### config.mk
export PLATFORM = sky130hd
export DESIGN_NAME = div_result_capture
export DESIGN_NICKNAME = d
export VERILOG_FILES = /design/src/rtl/div_result_capture.sv
export SDC_FILE = /design/constraint.sdc
export NUM_CORES = 1
export LEC_CHECK = 0
export CAP_MARGIN = 20
export CORE_UTILIZATION = 60
export DETAILED_ROUTE_END_ITERATION = 6
export PLACE_DENSITY = 0.9
export SETUP_SLACK_MARGIN = 0.15
export SYNTH_ARGS = -nofsm -noshare
export SYNTH_HDL_FRONTEND = slang
export SYNTH_SLANG_ARGS = --single-unit
### constraint.sdc
create_clock -name clk -period 8.7 [get_ports clk]
set_input_delay 1.74 -clock clk [delete_from_list [all_inputs] [get_ports clk]]
set_output_delay 1.74 -clock clk [all_outputs]
set_load 0.03 [all_outputs]
### src/rtl/div_result_capture.sv
// Result capture stage for the iterative subtract-count divider: job FSM, quotient fix-up, result FIFO.
// Optional statistics counters (job_cnt/err_cnt) are enabled by defining DIV_CAPTURE_STATS_EN.
module div_result_capture #(
    parameter int W          = 5,
    parameter int DEPTH      = 4,
    parameter int QUO_OFFSET = 1,
    parameter int TIMEOUT    = 40
) (
    input  logic         clk,
    input  logic         rst,
    input  logic         start,
    input  logic [W-1:0] dvs_in,
    input  logic [W-1:0] quo_in,
    input  logic [W-1:0] rem_in,
    output logic         busy,
    output logic         res_valid,
    input  logic         res_ready,
    output logic [W-1:0] res_quo,
    output logic [W-1:0] res_rem,
    output logic         res_err,
    output logic         ovf
`ifdef DIV_CAPTURE_STATS_EN
    ,
    output logic [15:0]  job_cnt,
    output logic [15:0]  err_cnt
`endif
);

    localparam int AW = $clog2(DEPTH);
    localparam int CW = AW + 1;
    localparam int TW = $clog2(TIMEOUT);

    typedef enum logic [1:0] {
        S_IDLE,
        S_LOAD,
        S_RUN,
        S_CAPT
    } state_t;

    typedef struct packed {
        logic [W-1:0] quo;
        logic [W-1:0] rem;
        logic         err;
    } entry_t;

    state_t          state_q, state_d;
    logic [TW-1:0]   tcnt_q, tcnt_d;
    entry_t          lat_q, lat_d;
    logic            push_req;

    entry_t          mem_q [DEPTH];
    logic [AW-1:0]   rd_q, rd_d;
    logic [AW-1:0]   wr_q, wr_d;
    logic [CW-1:0]   cnt_q, cnt_d;
    entry_t          head_q, head_d;
    logic            ovf_q, ovf_d;

    logic            full;
    logic            pop;
    logic            push;

    // Job FSM: start always wins, abandoning any in-flight job without a push
    always_comb begin
        state_d  = state_q;
        tcnt_d   = tcnt_q;
        lat_d    = lat_q;
        push_req = 1'b0;
        case (state_q)
            S_IDLE: begin
                tcnt_d = '0;
                if (start) state_d = S_LOAD;
            end
            S_LOAD: begin
                tcnt_d = '0;
                if (start) begin
                    state_d = S_LOAD;
                end else if (dvs_in == '0) begin
                    lat_d.quo = '0;
                    lat_d.rem = '0;
                    lat_d.err = 1'b1;
                    state_d   = S_CAPT;
                end else begin
                    state_d = S_RUN;
                end
            end
            S_RUN: begin
                if (start) begin
                    state_d = S_LOAD;
                end else if (!(rem_in > dvs_in)) begin
                    lat_d.quo = quo_in - W'(QUO_OFFSET);
                    lat_d.rem = rem_in;
                    lat_d.err = 1'b0;
                    state_d   = S_CAPT;
                end else if (tcnt_q == TW'(TIMEOUT - 1)) begin
                    lat_d.quo = quo_in - W'(QUO_OFFSET);
                    lat_d.rem = rem_in;
                    lat_d.err = 1'b1;
                    state_d   = S_CAPT;
                end else begin
                    tcnt_d = tcnt_q + TW'(1);
                end
            end
            S_CAPT: begin
                tcnt_d = '0;
                if (start) begin
                    state_d = S_LOAD;
                end else begin
                    push_req = 1'b1;
                    state_d  = S_IDLE;
                end
            end
            default: state_d = S_IDLE;
        endcase
    end

    always_ff @(posedge clk or posedge rst) begin
        if (rst) begin
            state_q <= S_IDLE;
            tcnt_q  <= '0;
            lat_q   <= '0;
        end else begin
            state_q <= state_d;
            tcnt_q  <= tcnt_d;
            lat_q   <= lat_d;
        end
    end

    assign full = (cnt_q == CW'(DEPTH));
    assign pop  = (cnt_q != '0) && res_ready;
    assign push = push_req && (!full || pop);

    // Head register is preloaded with whatever entry will be at the front after this cycle
    always_comb begin
        rd_d  = rd_q + AW'(pop);
        wr_d  = wr_q + AW'(push);
        cnt_d = cnt_q + CW'(push) - CW'(pop);
        ovf_d = ovf_q || (push_req && full && !pop);
        if (cnt_d == '0) begin
            head_d = '0;
        end else if ((cnt_q - CW'(pop)) == '0) begin
            head_d = lat_q;
        end else begin
            head_d = mem_q[rd_d];
        end
    end

    always_ff @(posedge clk or posedge rst) begin
        if (rst) begin
            for (int unsigned i = 0; i < DEPTH; i++) begin
                mem_q[i] <= '0;
            end
            rd_q   <= '0;
            wr_q   <= '0;
            cnt_q  <= '0;
            head_q <= '0;
            ovf_q  <= 1'b0;
        end else begin
            if (push) mem_q[wr_q] <= lat_q;
            rd_q   <= rd_d;
            wr_q   <= wr_d;
            cnt_q  <= cnt_d;
            head_q <= head_d;
            ovf_q  <= ovf_d;
        end
    end

    assign busy      = (state_q != S_IDLE);
    assign res_valid = (cnt_q != '0);
    assign res_quo   = head_q.quo;
    assign res_rem   = head_q.rem;
    assign res_err   = head_q.err;
    assign ovf       = ovf_q;

`ifdef DIV_CAPTURE_STATS_EN
    logic [15:0] job_cnt_q, job_cnt_d;
    logic [15:0] err_cnt_q, err_cnt_d;

    always_comb begin
        job_cnt_d = job_cnt_q;
        err_cnt_d = err_cnt_q;
        if (push && (job_cnt_q != '1)) job_cnt_d = job_cnt_q + 16'd1;
        if (push && lat_q.err && (err_cnt_q != '1)) err_cnt_d = err_cnt_q + 16'd1;
    end

    always_ff @(posedge clk or posedge rst) begin
        if (rst) begin
            job_cnt_q <= '0;
            err_cnt_q <= '0;
        end else begin
            job_cnt_q <= job_cnt_d;
            err_cnt_q <= err_cnt_d;
        end
    end

    assign job_cnt = job_cnt_q;
    assign err_cnt = err_cnt_q;
`endif

endmodule

==> flow_summary_export.csv <==
group,metric,value,unit
run,cap_viol_max_count,0,
floorplanning,die_w,82.35,um
synthesis,syn_area_per_cell,13.64,sq um
global_routing,overflow,0,
worst_hold_path,hp-class,"flop to flop",
sta,post-route-min-period,4.744,ns
drt,detail-route-antenna-nets,0,
worst_setup_path,rrSetupSlack,5.32,ns
worst_setup_path,rr_worst_depth,12,
clock_tree,clock_path_buffers,2,
floorplanning,core_area,6061,sq um
pwr,powerDensity,319.7,nW/um^2
drt,first_pass_iters,4,
sta,hold_viol_final,0,
global_routing,antenna_found_initial,0,
sta,drv_slew,0,
synthesis,syn-cell-area,3874,sq um
drt,vias,2349,
synthesis,yosysWarnings,0,
global_routing,grt_start_max_net_pins,83,
sta,min_period_over_period,0.5453,
pwr,p_leak,0.002088,uW
clock_tree,postCtsSetupBuffers,0,
worst_setup_path,reg2reg_to,"res_quo[2]$_DFF_PP0_",
synthesis,postSynthCellCount,284,
worst_setup_path,startpoint_type,"input pin",
sta,worstMarginPinSlew,1.016,ns
floorplanning,dieArea,6782,sq um
clock_tree,clk_pin_slew,0.08,ns
pwr,ir_drop,0.0001860,V
sta,fin_tns_setup,0,ns
floorplanning,fp-row-count,28,
sta,fmax,210.8,MHz
clock_tree,cts_buffers,9,
worst_hold_path,hold_path_end,"ovf$_DFF_PP0_",
drt,routed-wl-met3,210,um
worst_setup_path,cpMaxStageDelayCell,"nor2b_1",
clock_tree,htree_levels,3,
floorplanning,start_util,0.6391,
drt,wl_met1,3061,um
worst_setup_path,critPathMaxFanout,11,
worst_setup_path,required,8.99,ns
clock_tree,ctsHoldBuffers,0,
global_routing,grt_pass1_vias,2476,
finish,nets,353,
clock_tree,cts_tree,"yes",
placement,place_congestion,0.8661,
worst_setup_path,max_stage_delay,0.67,ns
synthesis,ys_seq_area_frac,0.5297,
worst_hold_path,holdCritStartpoint,"ovf$_DFF_PP0_",
finish,design_area,4463,sq um
synthesis,ys_seq_elements,82,
placement,io_buffers,32,
worst_setup_path,worstPathBufferInverterCount,3,
worst_setup_path,crit_arrival,5.03,ns
floorplanning,die_h,82.35,um
clock_tree,cts_resized,0,
drt,drt_iter0_drc,103,
finish,syn2layout_area_growth,15.21,%
drt,met2_length,3537,um
drt,via_per_inst,5.887,
worst_setup_path,cp_cell_sequence,"clkdlybuf4s50_1 -> or3_4 -> ha_1 -> inv_1 -> ha_1 -> inv_1 -> fa_1 -> xnor2_1 -> xnor2_1 -> nor3_1 -> nor2b_1 -> a22o_1",
status,status,"complete, no violations",
drt,top_layer,"met4",
sta,clock_skew,0.01152,ns
floorplanning,io_pins,33,
worst_setup_path,crit_type,"input pin to flop",
drt,drc,0,
placement,hpwl,4728,um
clock_tree,clock_sinks,82,
synthesis,ys_types,47,
synthesis,synth.area.top_cells,"dfrtp_1, mux2_2, mux4_2, ha_1, mux2_4",
synthesis,async_flop_share,1.000,
worst_setup_path,path_delay_family,"simple AND/OR/NAND/NOR gates",
clock_tree,ctsRootBufferMaster,"clkbuf_8",
worst_setup_path,r2r-start,"cnt_q[1]$_DFF_PP0_",
synthesis,syn_nets,316,
clock_tree,clock_latency,0.35,ns
sta,setup_viol,0,
drt,wl_per_cell,17.42,um
finish,drive_above_1_share,0.2253,
placement,dpl_cell_area,4233,sq um
worst_hold_path,holdPathStages,1,
sta,rsz0062_at_grt,"no",
global_routing,grtUsageTotal,0.2438,
worst_setup_path,end_kind,"flop",
global_routing,grt_pass1_wl,11640,um
synthesis,yosysTopAreaCell,"dfrtp_1",
synthesis,synth_edf_count,0,
synthesis,netlist.area_leader.share,0.5297,
drt,routed_wl,6949,um
finish,antenna_cells,0,
sta,slew_headroom,0.3193,
synthesis,synth_top_flop_cell,"dfrtp_1",
==> how the worst max path moves through the flow <==
stage | from | to | cells after the start
global placement | start | res_quo[0]$_DFF_PP0_ | 12
CTS | start | res_quo[2]$_DFF_PP0_ | 12
finish | start | res_quo[2]$_DFF_PP0_ | 12
global route | start | res_quo[2]$_DFF_PP0_ | 12
floorplan | res_ready | res_err$_DFF_PP0_ | 13
detailed placement | start | res_quo[2]$_DFF_PP0_ | 12
==> cell usage after synthesis (4+ instances only) <==
library cell	instances
nand2b_1	5
a22o_1	11
a21oi_1	8
mux2_4	10
buf_4	4
mux2i_1	12
ha_1	12
nor2b_1	4
mux4_2	11
xnor2_1	5
nand2_1	16
mux2_2	24
nor2_1	5
mux2_1	10
inv_1	18
dfrtp_1	82
==> layer usage <==
layer | track usage | up-vias
met5 | 0 | -
met4 | 0.1368 | 0
met3 | 0.03626 | 11
met2 | 0.4050 | 54
met1 | 0.3070 | 1182
li1 | - | 1102
==> cell type report <==
class,instances,area [sq um]
fill,406,1598
clock inverter,3,40.04
clock buffer,11,151.4
tap,75,93.84
timing repair buffer,36,374.1
sequential,82,2052
multi-input combinational,173,1680
inverter,19,71.32
==> state kept, by name, summed over array words and instances, names as in the netlist, 2 cells and up <==
signal and cells:
cnt_q 3, tcnt_q 6, res_rem 5, lat_q 11
rd_q 2, mem_q 44, state_q 2, res_quo 5
wr_q 2
==> kinds of logic (layout without fill, tap and decap cells) <==
| logic type | Yosys count | in the layout | synth area share |
|---|---|---|---|
| AOI/OAI and AO/OA | 31 | 31 | 0.05911 |
| xor gates and xnor gates | 8 | 8 | 0.01809 |
| adders and majority gates | 13 | 13 | 0.04393 |
| buffers and inverters | 29 | 69 | 0.03650 |
| DFF | 82 | 82 | 0.5297 |
| muxes | 67 | 67 | 0.2326 |
| and+or+nand+nor | 54 | 54 | 0.08011 |
==> stage by stage <==
stage | hold slack (ns) | total power [uW] | utilization | instances | setup slack, ns
detailed placement | 0.4509 | 1163 | 0.6984 | 383 | 3.617
CTS | 0.4697 | 1436 | 0.7300 | 397 | 3.979
global route | 0.4825 | 1513 | 0.7364 | 399 | 3.802
global placement | 0.4402 | 1130 | 0.6984 | 383 | 3.755
floorplan | 0.4526 | 1019 | - | 284 | 4.647
finish | 0.4652 | 1427 | 0.7364 | 399 | 3.956
==> power breakdown <==
part | internal (uW) | leakage (uW) | switching, uW
clock network | 144 | 0.000101 | 127
logic | 289 | 0.000927 | 234
registers | 525 | 0.00106 | 108
==> layout by cell type (no fill, tap or decap), drive strengths merged, types with 4 or more instances in the layout <==
cell type	Yosys	layout
nand2b	5	5
a22o	11	11
nand3	4	4
nand2	16	16
clkbuf	2	11
xnor2	5	5
inv	19	19
buf	8	4
nor3	4	4
nor2	6	6
mux2	44	44
clkdlybuf4s50	0	32
or3	4	4
nor2b	4	4
dfrtp	82	82
mux4	11	11
a21oi	8	8
ha	12	12
mux2i	12	12
No activity file was read; power rests on OpenSTA's default activity.
==> variant: new RTL, config.mk and constraints unchanged <==
Put a register stage on the output `res_err`, with the module's reset. The value now appears one clock later. The other outputs are not delayed to match.
--- a/src/rtl/div_result_capture.sv
+++ b/src/rtl/div_result_capture.sv
@@ -169,5 +169,11 @@
     assign res_quo   = head_q.quo;
     assign res_rem   = head_q.rem;
-    assign res_err   = head_q.err;
+    always_ff @(posedge clk or posedge rst) begin
+        if (rst) begin
+            res_err <= '0;
+        end else begin
+            res_err <= head_q.err;
+        end
+    end
     assign ovf       = ovf_q;
 
Formal check against the unedited RTL: not equivalent (Yosys sat finds a counterexample within 4 cycles, from zero or initial values and one cycle with rst high).
==> variant against the original RTL <==
Critical path type unchanged; sequential power increased by 0.9%; synthesized cell count is 3.9% higher; clock skew increased by 5.0 ps; area after synthesis increased by 2.6%; clock power rose by 11%; highest routed layer unchanged; design area increased by 1.3%; largest cell class unchanged; maximum frequency grew 0.82%; routed wire length rose by 1.1%; sequential cell count rose by 1; global-route usage fell by 1.8 points; worst setup slack gained 39 ps; hold slack got worse by 90 ps; power increased by 3.2%; final cell count grew 1.3%.
==> variant: results (changes against the original RTL) <==
Synth
  • XOR/XNOR Fraction of Synth Area: 1.763% (-0.046 points)
  • Compound-Gate Fraction of Synth Area: 5.762% (-0.15 points)
  • YS warnings: 0 (unchanged)
  • Synth top cells by count: 83 x dfrtp_1, 24 x mux2_2, 18 x inv_1
  • Post-Syn Nets: 327 (+3.5%)
  • Sequential-to-total area share from yosys stat: 52.27% (-0.70 points)
  • Mux contribution to synthesized area: 22.67% (-0.59 points)
  • Synth cell types: 47 (unchanged)
  • Synth top area cells: dfrtp_1 52%, mux2_2 6.8%, mux4_2 6.2%, ha_1 3.8%, mux2_4 3.8%
  • Post-Synth Adder-Cell Area: 4.282% (-0.11 points)

Power
  • Pleak: 0.002105 µW (+0.80%)
  • Highest ir drop seen on vdd: 0.1972 mV (+6.0%)
  • P_sw: 487.9 µW (+4.0%)

Global route
  • Global Route Usage Sum: 22.57% (-1.8 points)
  • Vias in the first global route: 2410 (-2.7%)
  • First-pass GRT wire length: 11900 µm (+2.2%)
  • Largest net degree at the start of global routing: 84 (+1.2%)

Detailed routing
  • Drt via density: 5.792 (-1.6%)
  • Routed WL: 7026 µm (+1.1%)
  • First DRT Iteration DRCs: 102 (-0.97%)

Clock tree
  • Max H-tree Level: 3 (unchanged)
  • Post-CTS Setup Bufs: 0 (unchanged)
  • CTS Buf Count: 9 (unchanged)
  • Clock insertion delay at the later pin of the skew report: 360 ps
  • Root Driver: clkbuf_8

Placement
  • Hpwl dp: 4824 µm (+2.0%)
  • Worst slack at placement: 3638 ps (+21.32 ps)
  • Final Wtd Congestion: 0.8808 (+1.7%)

STA
  • Slew @ Worst Pin: 1031 ps (+15.67 ps)
  • Final setup skew: 16.52 ps (+4.997 ps)

Cells and area
  • Final net count: 354 (+0.28%)
  • Fraction of layout cells with a size suffix above 1: 22.32% (-0.21 points)
  • Fill cell count: 435 (+7.1%)

Status
  • Status: complete, no violations
-- variant: changes by cell type after synthesis, sizes merged --
cell   unedited run  this run
dfrtp            82        83
buf               8        18
-- variant: cell families after synthesis --
kind of cell	Yosys count
flip-flops	83
adder cells (fa/ha/maj)	13
AND/OR/NAND/NOR	54
multiplexers	67
AO/OA/AOI/OAI	31
XOR/XNOR	8
buffers and inverters	39
-- variant: per-layer routing --
metal | GRT usage [%] | vias to the layer above | wire length (µm)
met5 | 0 | - | 0
met4 | 10.19 | 0 | 135
met3 | 4.573 | 12 | 189
met2 | 36.74 | 53 | 3529
met1 | 29.47 | 1178 | 3171
li1 | - | 1097 | -
-- variant: path summary, 6_finish.rpt --
kind	to	cells after the start	start	slack [ps]
worst max-delay path	res_rem[3]	12	start	3990
worst min-delay path	res_err	0	head_q[0]	380
worst max register to register	res_rem[3]	12	cnt_q[1]	5320
worst min register to register	res_err	0	head_q[0]	380
max in group asynchronous	mem_q[5]	4	rst	6400
min in group asynchronous	res_quo[0]	3	rst	1710
-- variant: critical path, stage by stage --
cell,delay [ps]
clkdlybuf4s50_1,550
or3_4,480
ha_1,280
inv_1,50
ha_1,120
inv_1,40
fa_1,380
xnor2_1,190
xnor2_1,170
nor3_1,90
nor2b_1,640
a22o_1,270
-- variant: power by group through the flow --
stage	clock, µW	sequential (µW)	combinational [µW]
floorplan	0	611	435
global placement	0	632	504
detailed placement	0	645	530
CTS	303	638	535
global route	323	658	573
finish	302	639	532
-- variant: area by class of cell --
type                            instances  area [µm²]  share of cell area, %
Sequential cell                        83        2077                  45.96
Multi-Input combinational cell        173        1680                  37.18
Timing Repair Buffer                   36       376.6                  8.333
Clock buffer                           11       131.4                  2.907
Tap cell                               77       96.34                  2.132
Clock inverter                          5       85.08                  1.883
Inverter                               19       72.57                  1.606
-- variant: stage by stage --
| stage | area, µm² | util, % | power [µW] | instances | hold WS, ps |
|---|---|---|---|---|---|
| floorplan | 3974 | - | 1046 | 295 | 331.2 |
| global route | 4519 | 70.77 | 1553 | 404 | 379.6 |
| finish | 4519 | 70.77 | 1472 | 404 | 375.6 |
| global placement | 4262 | 66.73 | 1136 | 386 | 353.2 |
| CTS | 4478 | 70.12 | 1476 | 402 | 370.3 |
| detailed placement | 4262 | 66.73 | 1176 | 386 | 352.4 |
